===== src/rtl/tanh_batch_sequencer.sv =====
// Batch sequencer for the tanh datapath: fetch, start LUT, interpolate, store.
// Ports: clock/reset_n, start/abort/num_samples in, busy/done out, input memory
//   read (in_addr/in_rd_en/in_data), tanh unit (ai/start_tanh/start_interpolation/
//   write_data_in), output memory write (out_addr/out_wr_en/out_data).
module tanh_batch_sequencer #(
   parameter int ADDR_W        = 10,
   parameter int LUT_LATENCY   = 1,
   parameter int INTERP_CYCLES = 1
) (
   input  logic              clock,
   input  logic              reset_n,
   input  logic              start,
   input  logic              abort,
   input  logic [ADDR_W:0]   num_samples,
   output logic              busy,
   output logic              done,
   output logic [ADDR_W-1:0] in_addr,
   output logic              in_rd_en,
   input  logic [19:0]       in_data,
   output logic [19:0]       ai,
   output logic              start_tanh,
   output logic              start_interpolation,
   input  logic [15:0]       write_data_in,
   output logic [ADDR_W-1:0] out_addr,
   output logic              out_wr_en,
   output logic [15:0]       out_data
);

   typedef enum logic [3:0] {
      IDLE, FETCH, LOAD, TANH, LUT_WAIT, INTERP, SETTLE, WRITE, DONE
   } state_t;

   localparam logic [ADDR_W:0] ONE = 1;
   localparam logic [3:0] LUT_LAST = 4'(LUT_LATENCY - 1);
   localparam logic [3:0] INT_LAST = 4'(INTERP_CYCLES - 1);

   state_t            state_q, state_d;
   logic [ADDR_W:0]   idx_q, idx_d;
   logic [ADDR_W:0]   count_q, count_d;
   logic [3:0]        wcnt_q, wcnt_d;
   logic [19:0]       ai_q, ai_d;
   logic [15:0]       odata_q, odata_d;

   always_ff @(posedge clock or negedge reset_n) begin
      if (!reset_n) begin
         state_q <= IDLE;
         idx_q   <= '0;
         count_q <= '0;
         wcnt_q  <= '0;
         ai_q    <= '0;
         odata_q <= '0;
      end else begin
         state_q <= state_d;
         idx_q   <= idx_d;
         count_q <= count_d;
         wcnt_q  <= wcnt_d;
         ai_q    <= ai_d;
         odata_q <= odata_d;
      end
   end

   always_comb begin
      state_d             = state_q;
      idx_d               = idx_q;
      count_d             = count_q;
      wcnt_d              = wcnt_q;
      ai_d                = ai_q;
      odata_d             = odata_q;
      busy                = (state_q != IDLE);
      done                = 1'b0;
      in_addr             = '0;
      in_rd_en            = 1'b0;
      start_tanh          = 1'b0;
      start_interpolation = 1'b0;
      out_addr            = '0;
      out_wr_en           = 1'b0;

      unique case (state_q)
         IDLE: begin
            if (start) begin
               count_d = num_samples;
               idx_d   = '0;
               state_d = (num_samples == '0) ? DONE : FETCH;
            end
         end
         FETCH: begin
            in_rd_en = 1'b1;
            in_addr  = idx_q[ADDR_W-1:0];
            state_d  = LOAD;
         end
         LOAD: begin
            ai_d    = in_data;
            state_d = TANH;
         end
         TANH: begin
            start_tanh = 1'b1;
            wcnt_d     = LUT_LAST;
            state_d    = LUT_WAIT;
         end
         LUT_WAIT: begin
            if (wcnt_q == '0) state_d = INTERP;
            else              wcnt_d  = wcnt_q - 4'd1;
         end
         INTERP: begin
            start_interpolation = 1'b1;
            wcnt_d              = INT_LAST;
            state_d             = SETTLE;
         end
         SETTLE: begin
            if (wcnt_q == '0) begin
               state_d = WRITE;
               odata_d = write_data_in;
            end else begin
               wcnt_d = wcnt_q - 4'd1;
            end
         end
         WRITE: begin
            out_wr_en = 1'b1;
            out_addr  = idx_q[ADDR_W-1:0];
            // compare against idx+1 so a full 2^ADDR_W batch never wraps
            if ((idx_q + ONE) == count_q) begin
               state_d = DONE;
            end else begin
               idx_d   = idx_q + ONE;
               state_d = FETCH;
            end
         end
         DONE: begin
            done    = 1'b1;
            state_d = IDLE;
         end
         default: state_d = IDLE;
      endcase

      // abort wins over every transition; datapath registers are frozen
      if (abort && state_q != IDLE) begin
         state_d = IDLE;
         idx_d   = idx_q;
         wcnt_d  = wcnt_q;
         ai_d    = ai_q;
         odata_d = odata_q;
      end
   end

   assign ai       = ai_q;
   assign out_data = odata_q;

endmodule


===== config.mk =====
export PLATFORM = sky130hd
export DESIGN_NAME = tanh_batch_sequencer
export DESIGN_NICKNAME = d
export VERILOG_FILES = /design/src/rtl/tanh_batch_sequencer.sv
export SDC_FILE = /design/constraint.sdc
export NUM_CORES = 1
export LEC_CHECK = 0
export ABC_AREA = 0
export BUFFER_PORTS_ARGS = -buffer_cell sky130_fd_sc_hd__buf_4
export CAP_MARGIN = 20
export CORE_ASPECT_RATIO = 0.6
export CORE_UTILIZATION = 51
export CTS_CLUSTER_DIAMETER = 200
export DETAILED_ROUTE_END_ITERATION = 12
export GPL_TIMING_DRIVEN = 0
export PLACE_DENSITY_LB_ADDON = 0.25
export SLEW_MARGIN = 20
export SYNTH_ARGS = -nofsm -noshare
export SYNTH_HDL_FRONTEND = slang
export SYNTH_SLANG_ARGS = --single-unit

===== constraint.sdc =====
create_clock -name clock -period 3.5 [get_ports clock]
set_clock_uncertainty 0.05 [all_clocks]
set_input_delay 0.875 -clock clock [delete_from_list [all_inputs] [get_ports clock]]
set_output_delay 0.875 -clock clock [all_outputs]
set_load 0.01 [all_outputs]

==> summary.txt, run 1 <==
status - finished clean
Final #Nets - 503
WP data required - 2.57 ns
Worst EP arrival - 2.42 ns
Fin Setup TNS - 0 ns
Min-Delay Path Class - reg2reg
CP dominant cell by count - clkbuf_1
part of the Yosys area used for sequential elements - 47.1%
final WL - 9520 µm
largest family of logic cells by synthesized area - simple AND/OR/NAND/NOR gates
fin crit period - 3.35 ns
syn nets - 381
WL/cell - 17.7 µm
GRT Total Usage - 28.6%
layout cell share with drive strength beyond 1 - 44.6%
clock sink count - 66
Compound-Gate Fraction of Synth Area - 7.91%
Distinct cells, synth - 57
Post-synth EDFFs - 0
CP endpoint kind - output pin
# rows - 22
Post-synth top flop - dfrtp_1
Post-Synth Adder-Cell Area - 0.713%
DR vias - 3088
maximum clock frequency - 299 MHz
clock buffer depth - 2
TritonRoute pass-1 iters - 5
vias in the first global route - 3066
area of the mapped netlist - 3510 µm²
chip height - 66.3 µm
RSZ-0062 raised after global routing - false
global-route wire length before repair - 15300 µm
CTS tree - built
critical path cell sequence - clkbuf_1, nand2_1, or2_2, clkbuf_1, inv_1, and2_1, buf_4
vias per inst - 5.73
Fin Hold WS - 0.457 ns
mux share of post-synthesis cell area - 16.3%
worst-path maximum fanout - 14
Setup-failing EPs final - 0
Post-Syn Area per Cell - 10.7 µm²
largest net degree at the start of global routing - 67
Finished Cell Area - 4810 µm²
CORE AREA - 6360 µm²
initial antenna violation count - 0
Skew-Pair Late Insertion Delay - 0.33 ns
post-synthesis simple-gate area fraction - 19.9%
layout filler cell count - 449
period utilisation layout - 95.6%
max cap viols - 0
YS warnings - 0
Worst path slowest cell - inv_1
#FFs+latches synth - 66
Slew Viols, Final - 0
# H-tree levels - 3
post_cts resized - 0
power per cell area - 757 nW/µm²
Non-Filler Instances - 539
initial core utilization - 55.2%
worst slew pin tran - 0.861 ns
hold_buf cts - 0
clk slew on worst S/H paths - 0.06 ns
cell count after synthesis - 328
CTS root buffer - clkbuf_16
Final GP Congestion - 0.880
Synth Area in XOR/XNOR - 4.24%
DRC Markers - 0
Max VDD drop - 0.000438 V
CTS Buf Count - 9
Startpoint Class - flop
headroom to the max-slew limit - 42.1%
die area - 7230 µm²
most frequent cells in the layout - 114 x buf_4, 66 x dfrtp_1, 49 x mux2_2
dpl cell area - 4460 µm²
Synth async-reset ratio - 100%
global route overflow - 0
post-route ant nets - 0
die width - 109 µm
fin util - 75.6%
I/O pins - 113
Final Hold Fails - 0
ANT cells - 0
Area Growth Syn to Fin - 37.0%
initial DRC count - 221
most common cell after layout, fill and taps aside - buf_4
post-CTS setup buffer count - 0
Placed Instances - 524
detailed placement HPWL - 6990 µm
CP max stage delay - 0.35 ns
crit path kind - reg2out
Leak - 0.00230 µW
count of input and output buffers - 112
flip-flops by register name, summed over array words and instances, names as in the netlist:
signal / flops
count_q: 11
ai: 20
idx_q: 11
state_q: 4
out_data: 16
wcnt_q: 4
cell usage after synthesis (2+ instances only):
library cell / instances / share of area [%]
ha_1: 2 / 0.71
buf_6: 2 / 0.64
nor2b_1: 2 / 0.36
o21ai_0: 16 / 2.3
o22ai_1: 2 / 0.36
a21oi_1: 2 / 0.29
and3_1: 3 / 0.53
dfrtp_1: 66 / 47
and2_2: 2 / 0.43
mux2i_1: 2 / 0.57
nand2_1: 27 / 2.9
buf_4: 2 / 0.43
or4_2: 3 / 0.75
nand2b_1: 4 / 0.71
nor4_1: 13 / 2.3
or3_1: 4 / 0.71
xor2_1: 6 / 1.5
clkbuf_1: 14 / 1.5
or2_2: 2 / 0.36
nor2_1: 14 / 1.5
a22oi_1: 3 / 0.64
mux2_2: 49 / 16
inv_1: 7 / 0.75
nand4_1: 2 / 0.36
nor3_1: 5 / 0.71
xnor2_1: 11 / 2.7
a211oi_1: 3 / 0.64
buf_2: 3 / 0.43
nand3_1: 13 / 1.9
and2_1: 17 / 3.0
critical path: cells and delay by family (launching register included):
kind	cells	cell delay, ns
AND/OR/NAND/NOR	3	0.75
buffers and inverters	4	1.02
flip-flops	1	0.32
kinds of logic after synthesis:
group,Yosys count
xor gates and xnor gates,17
buffers and inverters,29
adders and majority gates,2
DFF,66
and+or+nand+nor,125
muxes,51
AOI/OAI and AO/OA,38
area by class of cell:
type                            count  area (µm²)  area share, %
Buffer                             21         105           2.19
Clock buffer                        9         225           4.69
Clock inverter                      7         125           2.60
Inverter                            7        26.3          0.547
Multi-Input combinational cell    233        1730           35.9
Sequential cell                    66        1650           34.4
Tap cell                           84         105           2.19
Timing Repair Buffer              112         841           17.5
report_power, final:
group          switching (µW)  internal [µW]
clock                     345            701
combinational             622            708
sequential                206           1060
routing by layer:
layer | part of all wire [%] | track usage (%) | vias up
li1 | - | - | 1414
met1 | 42 | 38.8 | 1515
met2 | 46 | 44.5 | 149
met3 | 11 | 9.36 | 10
met4 | 0.99 | 6.25 | 0
met5 | 0 | 0 | -
worst paths after layout:
path	slack, ns	to	depth (start not counted)	start
worst max-delay path	0.15	out_addr[5]	7	state_q[1]
worst min-delay path	0.46	ai[16]	1	ai[16]
worst max register to register	0.44	idx_q[0]	9	idx_q[1]
worst min register to register	0.46	ai[16]	1	ai[16]
max in group asynchronous	2.28	idx_q[8]	1	reset_n
min in group asynchronous	0.58	ai[9]	1	reset_n
stage by stage:
step	setup slack (ns)	power [µW]
finish	0.154	3640
global route	0.0328	3830
CTS	0.0620	3650
detailed placement	0.470	2580
global placement	0.465	2520
floorplan	0.830	2000
Note: power is estimated with default switching activity, not from simulation.
==> run 2, diff against run 1 <==
--- a/config.mk
+++ b/config.mk
@@ -13,7 +13,7 @@
 export CTS_CLUSTER_DIAMETER = 200
 export DETAILED_ROUTE_END_ITERATION = 12
 export GPL_TIMING_DRIVEN = 0
-export PLACE_DENSITY_LB_ADDON = 0.25
+export PLACE_DENSITY_LB_ADDON = 0.15
 export SLEW_MARGIN = 20
 export SYNTH_ARGS = -nofsm -noshare
 export SYNTH_HDL_FRONTEND = slang
==> summary.txt, run 2 (synthesized netlist as in run 1, its figures left out) <==
status - finished clean
worst reg-to-reg setup slack - 0.42 ns
largest net degree at the start of global routing - 67
detailed placement HPWL - 6940 µm
layout cell share with drive strength beyond 1 - 44.8%
Max VDD drop - 0.000484 V
clock sink count - 66
CTS root buffer - clkbuf_16
worst slew pin tran - 0.806 ns
Fin Hold WS - 0.453 ns
worst-path maximum fanout - 10
global-route wire length before repair - 15000 µm
vias in the first global route - 3013
post_cts resized - 0
Hold Path Depth - 1
Setup-failing EPs final - 0
most frequent cells in the layout - 114 x buf_4, 66 x dfrtp_1, 49 x mux2_2
die width - 109 µm
Final Hold Fails - 0
I/O pins - 113
most common cell after layout, fill and taps aside - buf_4
fin util - 74.4%
Worst EP arrival - 2.34 ns
count of input and output buffers - 112
clk slew on worst S/H paths - 0.06 ns
max reg flops - 20
Fin Setup TNS - 0 ns
final WL - 9190 µm
reg-to-reg endpoint - idx_q[0]
post-route ant nets - 0
clock buffer depth - 2
initial DRC count - 229
post-CTS setup buffer count - 0
# rows - 22
CTS Buf Count - 9
Worst Min Path Start - out_data[3]
CORE AREA - 6360 µm²
Startpoint Class - flop
Leak - 0.00226 µW
Placed Instances - 524
r2r worst-path depth - 9
Slew Viols, Final - 0
headroom to the max-slew limit - 45.8%
worst slack, placed - 0.402 ns
initial antenna violation count - 0
TritonRoute pass-1 iters - 4
CP endpoint kind - output pin
Skew-Pair Late Insertion Delay - 0.34 ns
Min-Delay Path Class - reg2reg
period utilisation layout - 93.3%
maximum clock frequency - 306 MHz
hold_buf cts - 0
Hold Path Sink - out_data[3]
crit path kind - reg2out
Non-Filler Instances - 539
final worst-path setup slack - 0.235 ns
chip height - 66.3 µm
CTS tree - built
global route overflow - 0
Final #Nets - 503
fin crit period - 3.26 ns
Area Growth Syn to Fin - 34.8%
ANT cells - 0
vias per inst - 5.64
worst flop-to-flop path startpoint - idx_q[1]
RSZ-0062 raised after global routing - false
GRT Total Usage - 28.2%
Final GP Congestion - 0.883
WP data required - 2.57 ns
# H-tree levels - 3
die area - 7230 µm²
max cap viols - 0
power per cell area - 718 nW/µm²
DRC Markers - 0
WL/cell - 17.0 µm
DR vias - 3042
initial core utilization - 55.2%
==> run 2: cell types whose count changed in the layout (fill, tap and decap cells not counted) <==
| cell | change |
|---|---|
| clkinv_4 | -2 |
| bufinv_16 | -3 |
| clkbuf_2 | +2 |
| clkinvlp_4 | +2 |
| clkbuf_1 | -1 |
| clkinv_2 | +2 |
==> run 2: cell type report <==
type | instances | area [µm²]
fillers | 444 | 1630
inverters | 7 | 26.3
clock buffers | 10 | 229
multi-input cells | 233 | 1730
flip-flops and latches | 66 | 1650
clock inverters | 6 | 42.5
well taps | 84 | 105
plain buffers | 21 | 108
repair buffers | 112 | 841
==> run 2: critical path, stage by stage, from the launching register on <==
cell and delay [ns]:
dfrtp_1 0.36, clkbuf_2 0.18, nand2b_1 0.24, or2_2 0.29, clkbuf_1 0.20, inv_1 0.17, clkbuf_2 0.26, and2_2 0.19
buf_4 0.11
==> run 2: how the worst max path moves through the flow <==
| stage | slack, ns | start | endpoint | depth (start not counted) |
|---|---|---|---|---|
| after floorplan | 0.83 | state_q[1] | out_addr[3] | 7 |
| after global placement | 0.42 | state_q[1] | out_addr[8] | 8 |
| after detailed placement | 0.40 | state_q[3] | out_addr[8] | 8 |
| after CTS | 0.03 | state_q[3] | out_addr[8] | 8 |
| after global routing | 0.11 | state_q[3] | out_addr[2] | 8 |
| final | 0.24 | state_q[3] | out_addr[8] | 8 |
==> run 2: stage by stage <==
stage	cell area [µm²]	total power, µW
global placement	4460	2520
floorplan	3510	2000
CTS	4730	3410
finish	4730	3400
detailed placement	4460	2580
global route	4730	3600
==> run 2: routing by layer <==
metal	up-vias	wire length, µm	global-route usage [%]
li1	1414	-	-
met1	1447	4210	40.0
met2	160	3920	40.8
met3	21	889	7.29
met4	0	165	11.3
met5	-	0	0
==> run 2: where the power goes <==
part | internal, µW | switching (µW) | total [µW]
Clock | 480 | 343 | 823
Sequential | 1060 | 213 | 1270
Combinational | 705 | 599 | 1300
Total | 2240 | 1160 | 3400
